==> config.mk <==
export PLATFORM = sky130hd
export DESIGN_NAME = seq_detect_param
export DESIGN_NICKNAME = d
export VERILOG_FILES = /design/src/rtl/seq_detect_param.sv
export SDC_FILE = /design/constraint.sdc
export NUM_CORES = 1
export LEC_CHECK = 0
export CAP_MARGIN = 20
export CORE_AREA = 4 4 41 43
export DETAILED_ROUTE_END_ITERATION = 7
export DIE_AREA = 0 0 45 47
export PLACE_DENSITY = 0.43
export RECOVER_POWER = 50
export SLEW_MARGIN = 20
export SYNTH_ARGS = -nofsm -noshare
export SYNTH_HDL_FRONTEND = slang
export SYNTH_SLANG_ARGS = --single-unit
==> constraint.sdc <==
create_clock -name clk -period 1.1 [get_ports clk]
set_input_delay 0.165 -clock clk [delete_from_list [all_inputs] [get_ports clk]]
set_output_delay 0.165 -clock clk [all_outputs]
set_load 0.005 [all_outputs]
==> src/rtl/seq_detect_param.sv <==
// rtl/seq_detect_param.sv - parameterised serial pattern detector (KMP fallback), registered match pulse.
// Optional saturating match counter with clr_cnt, enabled by macro SEQ_DETECT_CNT_EN.
module seq_detect_param #(
  parameter int              PAT_W   = 4,
  parameter logic [PAT_W-1:0] PATTERN = 4'b1011,
  parameter int              CNT_W   = 8
) (
  input  logic             clk,
  input  logic             rst_n,
  input  logic             en,
  input  logic             in,
  input  logic             overlap,
  input  logic             clr_cnt,
  output logic             out,
  output logic [CNT_W-1:0] match_cnt
);

  localparam int KW = (PAT_W > 2) ? $clog2(PAT_W) : 1;

  // Next-state table indexed by {k, bit}: longest pattern prefix (shorter than PAT_W)
  // that is a suffix of prefix_k followed by bit. Covers both advance and fallback.
  function automatic logic [2*PAT_W*KW-1:0] build_next();
    logic [2*PAT_W*KW-1:0] tbl;
    int   best;
    int   j;
    logic ok;
    logic sbit;
    tbl = '0;
    for (int k = 0; k < PAT_W; k++) begin
      for (int b = 0; b < 2; b++) begin
        best = 0;
        for (int l = 1; l <= k + 1; l++) begin
          if (l < PAT_W) begin
            ok = 1'b1;
            for (int i = 0; i < l; i++) begin
              j    = k + 1 - l + i;
              sbit = (j < k) ? PATTERN[PAT_W-1-j] : (b != 0);
              if (PATTERN[PAT_W-1-i] != sbit) ok = 1'b0;
            end
            if (ok) best = l;
          end
        end
        tbl[(2*k+b)*KW +: KW] = best[KW-1:0];
      end
    end
    return tbl;
  endfunction

  function automatic logic [KW-1:0] build_lps();
    int   best;
    logic ok;
    best = 0;
    for (int l = 1; l < PAT_W; l++) begin
      ok = 1'b1;
      for (int i = 0; i < l; i++) begin
        if (PATTERN[PAT_W-1-i] != PATTERN[l-1-i]) ok = 1'b0;
      end
      if (ok) best = l;
    end
    return best[KW-1:0];
  endfunction

  localparam logic [2*PAT_W*KW-1:0] NEXT_TBL = build_next();
  localparam logic [KW-1:0]         LPS      = build_lps();
  localparam logic [KW-1:0]         K_LAST   = KW'(PAT_W - 1);

  logic [KW-1:0]    k_q, k_d;
  logic             out_q, out_d;
  logic [CNT_W-1:0] cnt_q, cnt_d;
  logic             hit;

  always_comb begin
    hit   = en && (k_q == K_LAST) && (in == PATTERN[0]);
    out_d = hit;
    k_d   = k_q;
    if (hit) begin
      k_d = overlap ? LPS : '0;
    end else if (en) begin
      k_d = NEXT_TBL[(2*int'(k_q) + int'(in))*KW +: KW];
    end
`ifdef SEQ_DETECT_CNT_EN
    cnt_d = cnt_q;
    if (clr_cnt) begin
      cnt_d = '0;
    end else if (hit && (cnt_q != {CNT_W{1'b1}})) begin
      cnt_d = cnt_q + 1'b1;
    end
`else
    cnt_d = '0;
`endif
  end

`ifndef SEQ_DETECT_CNT_EN
  logic unused_clr_cnt;
  assign unused_clr_cnt = clr_cnt;
`endif

  always_ff @(posedge clk) begin
    if (!rst_n) begin
      k_q   <= '0;
      out_q <= 1'b0;
      cnt_q <= '0;
    end else begin
      k_q   <= k_d;
      out_q <= out_d;
      cnt_q <= cnt_d;
    end
  end

  assign out       = out_q;
  assign match_cnt = cnt_q;

endmodule

# Word-level counts from Yosys, hierarchy flattened
# Cells that the tools add are included.
# classes
addsub	1
eq_ne	1
shifts	1
n_mux	3
n_reduce_logical	3
# ops
op	n
16-bit by 6-bit indexed part select with 2-bit output (first input constant)	1
3-bit by 1-bit adder with 4-bit output	1
2-bit two-way mux	2
2-bit == test (second input constant)	1
1-bit logical AND	2
2-bit nonzero test	1
1-bit two-way mux	1
# totals
regBits	3
in_bits	6
output_inout_bits	9
word_cells	11

# Longest topological paths before layout
# logic_depth
depth_word	4
depth_mapped	4

# Least setup slack after synthesis
# OpenSTA, ideal clock, no wires.
# synth_timing
path_type	register -> register
from	register k_q[0]
to	register k_q[1]
setup_time_ns	0.117
arrival_ns	0.788
required_ns	0.983
slack_ns	0.196
path_stages_with_launch	4
synth_period_minus_slack_ns	0.904
cell_sequence	dfxtp_1 > ha_1 > nand3_1 > and4b_1
# synth_via
elab_chain_len	4
elab_cells_between_ends	8
classes_between	add/sub (1); eq/ne (1); shift (1); mux (2); reduce/logical (3)
# synth_lines
item	line_no	source
start, declared	67	logic [KW-1:0] k_q, k_d;
start signal, assigned	104	k_q <= k_d;
3-bit by 1-bit adder with 4-bit output or 2-bit == test (tied branches)	79, 73	
16-bit by 6-bit indexed part select with 2-bit output or 1-bit logical AND (tied branches)	79, 73	
2-bit two-way mux or 1-bit logical AND (tied branches)	78, 73	
2-bit two-way mux or 2-bit nonzero test (tied branches)	-	
# Parallel ways exist; a longest one is shown, timed or not. The select of a mux whose other input is x is not followed.
# A chain may end at the register's enable or synchronous reset.

# Worst setup path in the final report
# layout_timing
from	input en
to	register k_q[0]
# layout_via
elab_chain_len	3
elab_cells_between_ends	4
classes_between	mux (1); reduce/logical (3)
# layout_lines
item	line_no	source
start, declared	10	input logic en,
1-bit logical AND (2 in a row)	73	hit = en && (k_q == K_LAST) && (in == PATTERN[0]);
2-bit two-way mux or 2-bit nonzero test (tied branches)	-	
# Parallel ways exist; a longest one is shown, timed or not.

==> run_results.csv <==
group,metric,value,unit
yosys,netlist_instances,23,
route,drcViolationCount,0,
worst_setup_path,start_kind,"input pin",
yosys,ys_warn_count,0,
min_path,hold_class,"input pin to flop",
global_route,track_usage,4.736,%
yosys,synth_fa_ha_area_share,6.173,%
global_route,grt_overflow,0,
clock_network,cts_tree,"done",
timing,post-route-min-period,978.0,ps
floorplanning,ios,15,
finish,fin_nets,44,
placed_design,dp_hpwl,310.4,µm
run,cap_violations,0,
worst_setup_path,cp_max_fo,4,
power_and_ir_drop,p_clk_share,54.1,%
floorplanning,core,0.001301,mm²
floorplanning,core.rowCount,13,
route,wl_per_cell,7.647,µm
yosys,synth_area_leaders,"dfxtp_1 (30%), buf_4 (30%), and4b_1 (9.9%), a2111oi_2 (7.4%), ha_1 (6.2%)",
clock_network,clk_latency,230,ps
placed_design,io_buffers,5,
yosys,synth.top_cell.area_share,29.63,%
route,vias,171,
power_and_ir_drop,vdd_drop_max,0.0002215,V
global_route,antenna_found_initial,0,
global_route,grt_pass1_wl,565,µm
yosys,syn_area,202.7,µm²
worst_setup_path,crit_type,"input pin to flop",
outcome,status,"completed",
yosys,synth_xor_area_share,0,%
timing,setup_viol,0,
worst_setup_path,end_kind,"flop",
yosys,yosysTopAreaCell,"dfxtp_1",
clock_network,postCtsSetupBuffers,0,
floorplanning,die_x,45,µm
timing,finalCritPeriodShare,88.91,%
yosys,synth_compound_gate_area_share,9.877,%
power_and_ir_drop,power_switching,0.08312,mW
finish,synthToLayoutAreaGrowth,49.38,%
clock_network,cts.clk_slew.worst_paths,40,ps
route,wirelength,390,µm
worst_setup_path,critPathArrivalTime,1110,ps
timing,rsz0062_at_grt,"false",
clock_network,clockBufferDepth,2,
floorplanning,die_y,47,µm
power_and_ir_drop,p_comb_share,13.4,%
floorplanning,dieArea,0.002115,mm²
finish,post-route-util,23.27,%
power_and_ir_drop,internal_power,0.2777,mW
yosys,synth-seq-cells,3,
yosys,ys_seq_area_share,29.63,%
placed_design,pre_cts_slack,-246.5,ps
power_and_ir_drop,switching_share,23.04,%
route,detail-route-antenna-nets,0,
yosys,synth_top_family_by_area,"buffers and inverters",
finish,n_antenna_cell,0,
clock_network,cts-root-buf,"clkbuf_4",
timing,hold_viol_final,0,
timing,slew_viol_final,0,
clock_network,cts_max_level,1,
placed_design,place_congestion,0.6475,
clock_network,numCtsBuffers,3,
route,first_pass_iters,2,
clock_network,hold_buffers,0,
route,avgViaCountPerCell,3.353,
yosys,ys_types,11,
power_and_ir_drop,power,0.3608,mW
global_route,grt_max_degree,5,
yosys,yosys.area_share.simple,19.14,%
power_and_ir_drop,sequentialPowerShare,32.5,%
timing,fin_skew,3.556,ps
clock_network,cts.sinks,3,
timing,worst_slack,122.0,ps
yosys,syn_area_per_cell,8.813,µm²
yosys,synth.area.mux_share,0,%
timing,fin_tns_setup,0,ps
worst_setup_path,cp_data_required_time,1230,ps
route,drt_iter0_markers,5,
finish,drive_gt1_share,25.00,%
global_route,grt_pass1_vias,131,
power_and_ir_drop,p_leak,0.1608,nW
timing,max_freq,1.022,GHz
floorplanning,initial_core_util,15.58,%
power_and_ir_drop,powerDensity,1192,mW/mm²
-- cells in the mapped netlist --
library cell,n
buf_4,8
dfxtp_1,3
and4b_1,2
inv_1,2
nor2_1,2
a2111oi_2,1
a21oi_1,1
conb_1,1
ha_1,1
nand3_1,1
nand4_1,1
-- power groups by stage --
stage          logic, mW  registers (mW)  clock network, mW
2_1_floorplan     0.0393           0.118                  0
3_3_place_gp      0.0488           0.119                  0
3_5_place_dp      0.0492           0.119                  0
4_1_cts           0.0491           0.117              0.209
5_1_grt           0.0543           0.118              0.223
6_report          0.0484           0.117              0.195
-- per-stage QoR --
stage          area (µm²)  hold slack (ps)  cells
2_1_floorplan       229.0            261.3     30
3_3_place_gp        275.3            549.9     47
3_5_place_dp        275.3            550.6     47
4_1_cts             300.3            551.7     51
5_1_grt             302.8            338.4     51
6_report            302.8            345.7     51
-- layer usage --
layer	vias up	wire length, µm	GRT usage, %
met1	73	147	4.082
met5	-	0	0
li1	88	-	-
met3	2	48	3.448
met2	8	185	5.085
met4	0	8	8.772
-- cell usage in the layout, fill, tap and decap left out, drive strengths merged --
| cell | count |
|---|---|
| inv | 2 |
| and4b | 2 |
| dlygate4sd2 | 1 |
| conb | 8 |
| a21oi | 1 |
| dlymetal6s2s | 1 |
| a2111oi | 1 |
| nand4 | 1 |
| nand3 | 1 |
| clkbuf | 4 |
| dfxtp | 3 |
| nor2 | 2 |
| clkdlybuf4s50 | 3 |
| buf | 5 |
| ha | 1 |
-- sequential cells by signal (all words and copies together), names as in the netlist --
signal  count
out         1
k_q         2
-- path summary, 6_finish.rpt --
| kind | start | end | slack, ps | cells after the start |
|---|---|---|---|---|
| worst max-delay path | en | k_q[0]$_SDFFE_PN0P_ | 120 | 3 |
| worst min-delay path | in | k_q[0]$_SDFFE_PN0P_ | 350 | 4 |
| worst max register to register | k_q[0]$_SDFFE_PN0P_ | k_q[1]$_SDFFE_PN0P_ | 150 | 3 |
| worst min register to register | k_q[0]$_SDFFE_PN0P_ | k_q[0]$_SDFFE_PN0P_ | 560 | 2 |
-- cell type report --
class / instances / area (µm²)
tap: 15 / 18.77
multi-input combinational: 17 / 101.3
timing repair buffer: 10 / 88.84
fill: 155 / 998.5
sequential: 3 / 60.06
clock buffer: 4 / 26.28
inverter: 2 / 7.507
-- timing repair --
item / 4_1_cts / 5_1_grt
setup endpoints to repair: 1 / 1
gates resized for setup: 1 / 1
pin swaps: 0 / 0
endpoints found under the hold margin: 0 / 0
-- cell families after synthesis --
family          count (synthesis)
buf+inv                        10
simple gates                    6
flops                           3
compound gates                  2
fa+ha+maj                       1
other cells                     1
-- worst max-delay path, cell delays in order --
cell	delay, ps
clkdlybuf4s50_1	460
buf_4	160
a2111oi_2	330
Power figures use the tool's default switching activity.
